<file path="config.mk">
export PLATFORM = sky130hd
export DESIGN_NAME = ifetch_unit
export DESIGN_NICKNAME = d
export VERILOG_FILES = /design/src/rtl/rv32i_pkg.sv /design/src/rtl/ifetch_unit.sv
export SDC_FILE = /design/constraint.sdc
export NUM_CORES = 1
export LEC_CHECK = 0
export ABC_CLOCK_PERIOD_IN_PS = 6300
export CELL_PAD_IN_SITES_DETAIL_PLACEMENT = 0
export CELL_PAD_IN_SITES_GLOBAL_PLACEMENT = 1
export CORE_MARGIN = 3
export CORE_UTILIZATION = 34
export DETAILED_ROUTE_END_ITERATION = 10
export PLACE_DENSITY = 0.84
export SLEW_MARGIN = 20
export SYNTH_ARGS = -nofsm -noshare
export SYNTH_HDL_FRONTEND = slang
export SYNTH_SLANG_ARGS = --single-unit
</file>
<file path="constraint.sdc">
create_clock -name clk -period 6.3 [get_ports clk]
set_clock_uncertainty 0.05 [all_clocks]
set_input_delay 1.26 -clock clk [delete_from_list [all_inputs] [get_ports clk]]
set_output_delay 1.26 -clock clk [all_outputs]
set_load 0.01 [all_outputs]
</file>
<file path="src/rtl/rv32i_pkg.sv">
// ---------------------------------------------------------------------------
// rv32i_pkg
// Shared definitions for the RV32I single-cycle core front end:
//   - datapath width and instruction field widths
//   - base opcode constants used by the control unit
//   - canonical NOP encoding (addi x0, x0, 0)
//   - the instruction fetch state enum
//   - decoded field payload carried from fetch to control
// ---------------------------------------------------------------------------
package rv32i_pkg;

  localparam int unsigned XLEN         = 32;
  localparam int unsigned OPCODE_W     = 7;
  localparam int unsigned FUNC3_W      = 3;
  localparam int unsigned FUNC7_W      = 1;
  localparam int unsigned FETCH_STATE_W = 3;

  // Base opcodes (instr[6:0])
  localparam logic [OPCODE_W-1:0] OP_R      = 7'b011_0011;
  localparam logic [OPCODE_W-1:0] OP_I      = 7'b001_0011;
  localparam logic [OPCODE_W-1:0] OP_LOAD   = 7'b000_0011;
  localparam logic [OPCODE_W-1:0] OP_STORE  = 7'b010_0011;
  localparam logic [OPCODE_W-1:0] OP_BRANCH = 7'b110_0011;
  localparam logic [OPCODE_W-1:0] OP_JAL    = 7'b110_1111;
  localparam logic [OPCODE_W-1:0] OP_JALR   = 7'b110_0111;
  localparam logic [OPCODE_W-1:0] OP_AUIPC  = 7'b001_0111;
  localparam logic [OPCODE_W-1:0] OP_LUI    = 7'b011_0111;

  // addi x0, x0, 0
  localparam logic [XLEN-1:0] NOP_INSTR = 32'h0000_0013;

  // Fetch sequencer states
  typedef enum logic [FETCH_STATE_W-1:0] {
    FS_IDLE  = 3'd0,
    FS_REQ   = 3'd1,
    FS_HOLD  = 3'd2,
    FS_FLUSH = 3'd3,
    FS_HALT  = 3'd4
  } fetch_state_t;

  // Decoded fields presented to the control unit alongside the instruction
  typedef struct packed {
    logic [OPCODE_W-1:0] opcode;
    logic [FUNC3_W-1:0]  func3;
    logic [FUNC7_W-1:0]  func7;
  } instr_fields_t;

  // A fetch target is legal only on a 4-byte boundary
  function automatic logic is_word_aligned(input logic [1:0] addr_lsb);
    return addr_lsb == 2'b00;
  endfunction

endpackage : rv32i_pkg

</file>
<file path="src/rtl/ifetch_unit.sv">
// ---------------------------------------------------------------------------
// ifetch_unit
// Instruction fetch unit for the single-cycle RV32I core. Owns the program
// counter, fetches one 32-bit word at a time from instruction memory over a
// req/ack handshake, holds the fetched word until the core consumes it, and
// follows redirects coming from branch/jump resolution.
//
// Ports
//   clk           clock, all state changes on the rising edge
//   rst           synchronous active-high reset, highest priority
//   imem_req      fetch request, stable with imem_addr until acked
//   imem_addr     word-aligned fetch address
//   imem_ack      memory response valid (ignored while imem_req=0)
//   imem_rdata    instruction word returned with imem_ack
//   instr_valid   instr/pc/fields hold a valid instruction
//   instr         held instruction word
//   pc            address of the held instruction
//   pc_plus4      pc + 4 (wraps mod 2^32)
//   opcode        instr[6:0]
//   func3         instr[14:12]
//   func7         instr[30]
//   instr_ready   core consumes the held instruction this cycle
//   redirect      take redirect_pc as the next fetch address
//   redirect_pc   branch/jump target
//   misalign_err  sticky flag, a redirect target was not word-aligned
// ---------------------------------------------------------------------------
module ifetch_unit
  import rv32i_pkg::*;
#(
  parameter logic [XLEN-1:0] RESET_PC = 32'h0000_0000
) (
  input  logic                clk,
  input  logic                rst,

  output logic                imem_req,
  output logic [XLEN-1:0]     imem_addr,
  input  logic                imem_ack,
  input  logic [XLEN-1:0]     imem_rdata,

  output logic                instr_valid,
  output logic [XLEN-1:0]     instr,
  output logic [XLEN-1:0]     pc,
  output logic [XLEN-1:0]     pc_plus4,
  output logic [OPCODE_W-1:0] opcode,
  output logic [FUNC3_W-1:0]  func3,
  output logic [FUNC7_W-1:0]  func7,
  input  logic                instr_ready,

  input  logic                redirect,
  input  logic [XLEN-1:0]     redirect_pc,
  output logic                misalign_err
);

  localparam logic [XLEN-1:0] PC_STEP = XLEN'(4);

  // Registered state
  fetch_state_t    state_q,       state_d;
  logic [XLEN-1:0] pc_q,          pc_d;
  logic [XLEN-1:0] pend_pc_q,     pend_pc_d;
  logic [XLEN-1:0] instr_q,       instr_d;
  logic            instr_valid_q, instr_valid_d;
  logic            imem_req_q,    imem_req_d;
  logic            misalign_q,    misalign_d;

  logic            redirect_bad;
  instr_fields_t   fields;

  // Misaligned targets are fatal; they stop fetch without touching pc
  assign redirect_bad = redirect && !is_word_aligned(redirect_pc[1:0]);

  // Next-state and next-output logic
  always_comb begin
    state_d       = state_q;
    pc_d          = pc_q;
    pend_pc_d     = pend_pc_q;
    instr_d       = instr_q;
    instr_valid_d = instr_valid_q;
    imem_req_d    = imem_req_q;
    misalign_d    = misalign_q;

    unique case (state_q)
      // Redirect is ignored here; fetch always starts at the current pc
      FS_IDLE: begin
        state_d    = FS_REQ;
        imem_req_d = 1'b1;
      end

      // Request outstanding at pc; imem_addr tracks pc_q
      FS_REQ: begin
        if (redirect_bad) begin
          state_d       = FS_HALT;
          imem_req_d    = 1'b0;
          instr_valid_d = 1'b0;
          misalign_d    = 1'b1;
        end else if (imem_ack) begin
          if (redirect) begin
            // Returned word belongs to the abandoned path
            pc_d = redirect_pc;
          end else begin
            instr_d       = imem_rdata;
            instr_valid_d = 1'b1;
            imem_req_d    = 1'b0;
            state_d       = FS_HOLD;
          end
        end else if (redirect) begin
          // Address must stay stable until ack, so park the target
          pend_pc_d = redirect_pc;
          state_d   = FS_FLUSH;
        end
      end

      // Draining a stale request; its data is discarded on ack
      FS_FLUSH: begin
        if (redirect_bad) begin
          state_d       = FS_HALT;
          imem_req_d    = 1'b0;
          instr_valid_d = 1'b0;
          misalign_d    = 1'b1;
        end else if (imem_ack) begin
          pc_d    = redirect ? redirect_pc : pend_pc_q;
          state_d = FS_REQ;
        end else if (redirect) begin
          pend_pc_d = redirect_pc;
        end
      end

      // Instruction presented to the core; redirect outranks consume
      FS_HOLD: begin
        if (redirect_bad) begin
          state_d       = FS_HALT;
          imem_req_d    = 1'b0;
          instr_valid_d = 1'b0;
          misalign_d    = 1'b1;
        end else if (redirect) begin
          pc_d          = redirect_pc;
          instr_valid_d = 1'b0;
          imem_req_d    = 1'b1;
          state_d       = FS_REQ;
        end else if (instr_ready) begin
          pc_d          = pc_q + PC_STEP;
          instr_valid_d = 1'b0;
          imem_req_d    = 1'b1;
          state_d       = FS_REQ;
        end
      end

      // Terminal until reset
      FS_HALT: begin
        imem_req_d    = 1'b0;
        instr_valid_d = 1'b0;
        misalign_d    = 1'b1;
      end

      default: begin
        state_d       = FS_IDLE;
        imem_req_d    = 1'b0;
        instr_valid_d = 1'b0;
      end
    endcase
  end

  // State and output registers
  always_ff @(posedge clk) begin
    if (rst) begin
      state_q       <= FS_IDLE;
      pc_q          <= RESET_PC;
      pend_pc_q     <= '0;
      instr_q       <= NOP_INSTR;
      instr_valid_q <= 1'b0;
      imem_req_q    <= 1'b0;
      misalign_q    <= 1'b0;
    end else begin
      state_q       <= state_d;
      pc_q          <= pc_d;
      pend_pc_q     <= pend_pc_d;
      instr_q       <= instr_d;
      instr_valid_q <= instr_valid_d;
      imem_req_q    <= imem_req_d;
      misalign_q    <= misalign_d;
    end
  end

  // Field extraction is plain wiring off the instruction register
  assign fields.opcode = instr_q[6:0];
  assign fields.func3  = instr_q[14:12];
  assign fields.func7  = instr_q[30];

  // The fetch address is the pc register; it only moves on ack or in HOLD,
  // so it is stable for the whole life of a request
  assign imem_req     = imem_req_q;
  assign imem_addr    = pc_q;
  assign instr_valid  = instr_valid_q;
  assign instr        = instr_q;
  assign pc           = pc_q;
  assign pc_plus4     = pc_q + PC_STEP;
  assign opcode       = fields.opcode;
  assign func3        = fields.func3;
  assign func7        = fields.func7;
  assign misalign_err = misalign_q;

endmodule : ifetch_unit

</file>
# Word level (Yosys, flattened, before mapping)
# Index checks and enable logic that the tools add are counted.
[classes]
muxes = 37
n_eq_ne = 19
n_shift = 0
n_addsub = 1
mul = 0
magnitude_cmp = 0
div_mod_pow = 0
reduce_logical = 15
bitwise = 5
[ops]
columns = ["op", "count"]
rows = [
  ["2-to-1 mux 32 bit", 9],
  ["one-hot mux 32 bit (3 select lines)", 1],
  ["adder 32 x 3 -> 32 bit (second input constant)", 1],
  ["2-to-1 mux 3 bit", 9],
  ["one-hot mux 3 bit (5 select lines)", 1],
  ["2-to-1 mux 1 bit", 14],
  ["!= test 2 bit (second input constant)", 7],
  ["!= test 3 bit (second input constant)", 4],
  ["!= test 4 bit (second input constant)", 3],
  ["AND reduction 5 bit", 2],
  ["one-hot mux 1 bit (4 select lines)", 2],
  ["AND reduction 4 bit", 2],
  ["AND reduction 8 bit", 1],
  ["== test 3 x 2 -> 1 bit (second input constant)", 2],
  ["NOT 1 bit", 5],
  ["== test 3 x 1 -> 1 bit (second input constant)", 1],
  ["== test 3 bit (second input constant)", 1],
  ["logical NOT 3 bit", 1],
  ["AND reduction 3 bit", 1],
  ["nonzero test 3 bit", 1],
  ["OR reduction 3 bit", 1],
  ["logical NOT 2 bit", 1],
  ["!= test 2 x 1 -> 1 bit (second input constant)", 1],
  ["one-hot mux 1 bit (2 select lines)", 1],
  ["5 further kinds", 5],
]
[word_totals]
out_inout_bits = 142
mem_bits_ro = 0
word_cells = 84
mem_count = 0
reg_bits = 102
latch_bits = 0
inputBits = 69
mem_bits_rw = 0

# Depth between registers and ports, before layout
[logic_depth]
ltp_word = 5
mapped_depth = 8
ltp_nobuf = 6

# Least setup slack after synthesis
# No wires, ideal clock.
[synth_timing]
path_type = "register to output"
start = "register pc_q[8] (netlist: imem_addr[8])"
end = "output pc_plus4[31]"
stages_incl_launch_ff = 7
t_required_ps = 4990
n_path_buf = 1
t_arrival_ps = 1846
path_slack_ps = 3144
cell_sequence = "dfxtp_1 -> buf_2 -> nand4_2 -> or3_4 -> nor4_4 -> nand2_1 -> xnor2_1"
[synth_via]
elab_chain_cells = 1
[synth_lines]
columns = ["element", "line_no", "source"]
rows = [
  ["start, declared", "ifetch_unit.sv:58", "logic [XLEN-1:0] pc_q, pc_d;"],
  ["start signal, assigned", "ifetch_unit.sv:174", "pc_q <= pc_d;"],
  ["adder 32 x 3 -> 32 bit", "ifetch_unit.sv:195", "assign pc_plus4 = pc_q + PC_STEP;"],
  ["end, declared", "ifetch_unit.sv:43", "output logic [XLEN-1:0] pc_plus4,"],
]
# No other way between the ends.

# Worst setup path in the final report
[layout_timing]
start = "register pc_q[4] (netlist: imem_addr[4])"
end = "output pc_plus4[25]"
# The elaborated chain is that of the path after synthesis.

==> results.json <==
{
  "status": "complete, no violations",
  "hold_buffers": 0,
  "overflow": 0,
  "ant_nets": 0,
  "grt_first_pass_wirelength_um": 28000,
  "synth_cell_types": 55,
  "hold_path_depth": 2,
  "r2r_cells": 5,
  "avgSynthCellArea_sq_um": 7.55,
  "p_sw_share_pct": 27.0,
  "power_density_mw_per_mm2": 214,
  "max_stage_delay_ns": 0.80,
  "fmax_ghz": 0.226,
  "maxCapViolCount": 0,
  "finish.cell_count_without_fillers": 1074,
  "crit_chain": "nand4_1, nor2_1, nand4_1, xnor2_1, clkdlybuf4s50_1",
  "rows": 45,
  "synth-simple-area-share_pct": 25.0,
  "top_level_ports": 211,
  "cts_tree": "built",
  "grt_use_met2_pct": 30.3,
  "critPathBufInv": 1,
  "start_util_pct": 35.5,
  "cpMostUsedCell": "nand4_1",
  "period_needed_ns": 4.43,
  "fp.dieArea_sq_mm": 0.0178,
  "viasPerCell": 5.18,
  "path_class": "reg -> out",
  "synth-seq-cells": 102,
  "clock_latency_ns": 0.36,
  "synth-compound-area-share_pct": 20.9,
  "synth_edf_count": 0,
  "synthXorXnorAreaFrac_pct": 4.61,
  "post_cts_buffers": 0,
  "rsz0062_at_grt": "no",
  "nNetsFinal": 928,
  "chipHeight_um": 133,
  "drtPass1Iterations": 5,
  "setup_tns_ns": 0,
  "post_drt_wl_per_cell_um": 16.5,
  "dp_cells": 1058,
  "cts_buffers": 9,
  "synth_fa_ha_area_share_pct": 0.227,
  "post_cts_resized": 0,
  "end_kind": "output port",
  "area_growth_pct": 39.6,
  "die_w_um": 133,
  "hold_class": "reg -> reg",
  "post-route-util_pct": 49.5,
  "hold_viol_final": 0,
  "numPortBuffers": 210,
  "cp-start-kind": "flip-flop",
  "use_met1_pct": 25.0,
  "syn_inst": 730,
  "crit_path_max_fanout": 13,
  "p_leak_nw": 2.64,
  "synth_top_family_by_area": "simple AND/OR/NAND/NOR gates",
  "ys.flop_type": "dfxtp_1",
  "drc": 0,
  "cp.depth": 5,
  "synthArstFlopShare_pct": 0,
  "ys_seq_area_share_pct": 37.1,
  "grt_pass1_vias": 5242,
  "cts-htree-levels": 3,
  "finalSetupViolCount": 0,
  "root_buffer": "clkbuf_16",
  "antennaDiodeCount": 0,
  "busiest_layer": "met2",
  "drv_slew": 0,
  "ys.warnings.count": 0,
  "slew_headroom_pct": 28.8,
  "period_share_pct": 70.4,
  "p_int_mw": 1.20,
  "p_total_mw": 1.65,
  "grt_max_degree": 61,
  "wl_um": 17700,
  "worstPathRequired_ns": 4.99,
  "clk_pin_slew_worst_paths_ns": 0.07,
  "drt_iter0_drc": 504,
  "power.switching_uw": 445,
  "hpwlAfterDp_um": 12200,
  "antenna_found_initial": 0,
  "place_congestion": 0.860,
  "critPathArrivalTime_ns": 3.12,
  "met3_usage_pct": 7.85,
  "worst_slew_pin_slew_ns": 1.06,
  "max-vdd-ir-drop_mv": 0.152,
  "synth_mux_area_share_pct": 0.545,
  "cp_top_family": "simple AND/OR/NAND/NOR gates",
  "clock-sinks": 102,
  "comb_power_share_pct": 19.6,
  "drive_above_1_share_pct": 4.29,
  "clockBufferDepth": 2,
  "pwr-share-clk_pct": 37.0,
  "crit_slowest_cell": "nor2_1",
  "grt_usage_pct": 19.3,
  "p_seq_share_pct": 43.4,
  "core_area_sq_mm": 0.0155,
  "synth.cell_area_sq_mm": 0.00551,
  "vias": 5560,
  "syn_nets": 800
}
==> per-stage QoR <==
step           setup slack (ns)  instance area (sq um)  hold WS [ns]
2_1_floorplan              3.14                   5510         0.381
3_3_place_gp               2.15                   7380         0.384
5_1_grt                    1.68                   7690         0.419
3_5_place_dp               2.13                   7380         0.392
4_1_cts                    1.89                   7690         0.401
6_report                   1.87                   7690         0.401
==> path summary, 6_finish.rpt <==
check                           slack, ns                       start                         end
worst max-delay path                 1.87   imem_addr[4]$_SDFFE_PP0P_                pc_plus4[25]
worst min-delay path                 0.40  pend_pc_q[30]$_SDFFE_PP0P_  pend_pc_q[30]$_SDFFE_PP0P_
worst max register to register       3.53     state_q[1]$_SDFFE_PP0P_  imem_addr[31]$_SDFFE_PP0P_
worst min register to register       0.40  pend_pc_q[30]$_SDFFE_PP0P_  pend_pc_q[30]$_SDFFE_PP0P_
==> power by group through the flow <==
stage	Clock, mW	Sequential [mW]	Combinational (mW)
floorplan	0	0.725	0.163
global placement	0	0.728	0.322
detailed placement	0	0.729	0.323
CTS	0.627	0.714	0.324
global route	0.648	0.720	0.349
finish	0.609	0.714	0.322
==> cell type report <==
class | instances | area (sq um)
Tap cell | 211 | 264
Sequential cell | 102 | 2040
Clock inverter | 4 | 70.1
Multi-Input combinational cell | 509 | 2840
Fill cell | 1614 | 7850
Timing Repair Buffer | 219 | 2170
Inverter | 17 | 63.8
Clock buffer | 12 | 246
==> logic make-up (layout without fill, tap and decap cells) <==
group / count (synthesis) / after routing
adders and majority gates: 1 / 1
xor gates and xnor gates: 29 / 29
buffers and inverters: 119 / 252
DFF: 102 / 102
muxes: 3 / 3
AOI/OAI and AO/OA: 189 / 189
and+or+nand+nor: 287 / 287
==> metal layers <==
layer  routed length, um  vias up
met3                1830       17
met1                7790     2564
met2                7840      239
met4                 214        0
met5                   0        -
li1                    -     2740
==> sequential cells by signal (all words and copies together), names as in the netlist <==
signal        cells
state_q           3
instr            32
imem_req          1
imem_addr        32
instr_valid       1
pend_pc_q        32
misalign_err      1
==> synth_stat cells, types with 4 or more instances <==
master	number	area, sq um
a21oi_1	104	521
a31oi_1	7	43.8
and3_1	14	87.6
and4_1	4	35.0
buf_2	20	100
buf_4	45	338
clkbuf_1	36	135
dfxtp_1	102	2040
inv_1	17	63.8
nand2_1	166	623
nand2b_1	4	25.0
nand3_1	23	115
nand4_1	13	81.3
nor2_1	28	105
nor4_1	5	31.3
o211ai_1	8	60.1
o21ai_0	20	100
o31a_1	10	87.6
o32ai_1	12	105
xnor2_1	23	201
xor2_1	6	52.6
==> cells in the final DEF, fill, tap and decap left out, drive strengths merged, types with 3 or more instances in the layout <==
| cell | instances |
|---|---|
| a21oi | 104 |
| a311oi | 3 |
| a31o | 3 |
| a31oi | 7 |
| and2 | 3 |
| and3 | 14 |
| and4 | 5 |
| buf | 10 |
| clkbuf | 12 |
| clkdlybuf4s50 | 209 |
| dfxtp | 102 |
| inv | 17 |
| mux2i | 3 |
| nand2 | 166 |
| nand2b | 4 |
| nand3 | 23 |
| nand3b | 3 |
| nand4 | 14 |
| nor2 | 28 |
| nor2b | 3 |
| nor3 | 4 |
| nor3b | 4 |
| nor4 | 8 |
| o211ai | 8 |
| o21ai | 20 |
| o221ai | 3 |
| o31a | 10 |
| o31ai | 3 |
| o32ai | 12 |
| or3 | 4 |
| xnor2 | 23 |
| xor2 | 6 |
==> worst register-to-register path, cell delays in order, from the launching register on <==
cell,delay [ns]
dfxtp_1,0.48
or3b_2,0.79
nor2_1,0.91
nand2_1,0.14
a21o_1,0.19
a31oi_1,0.14
No activity file was read; power rests on OpenSTA's default activity.
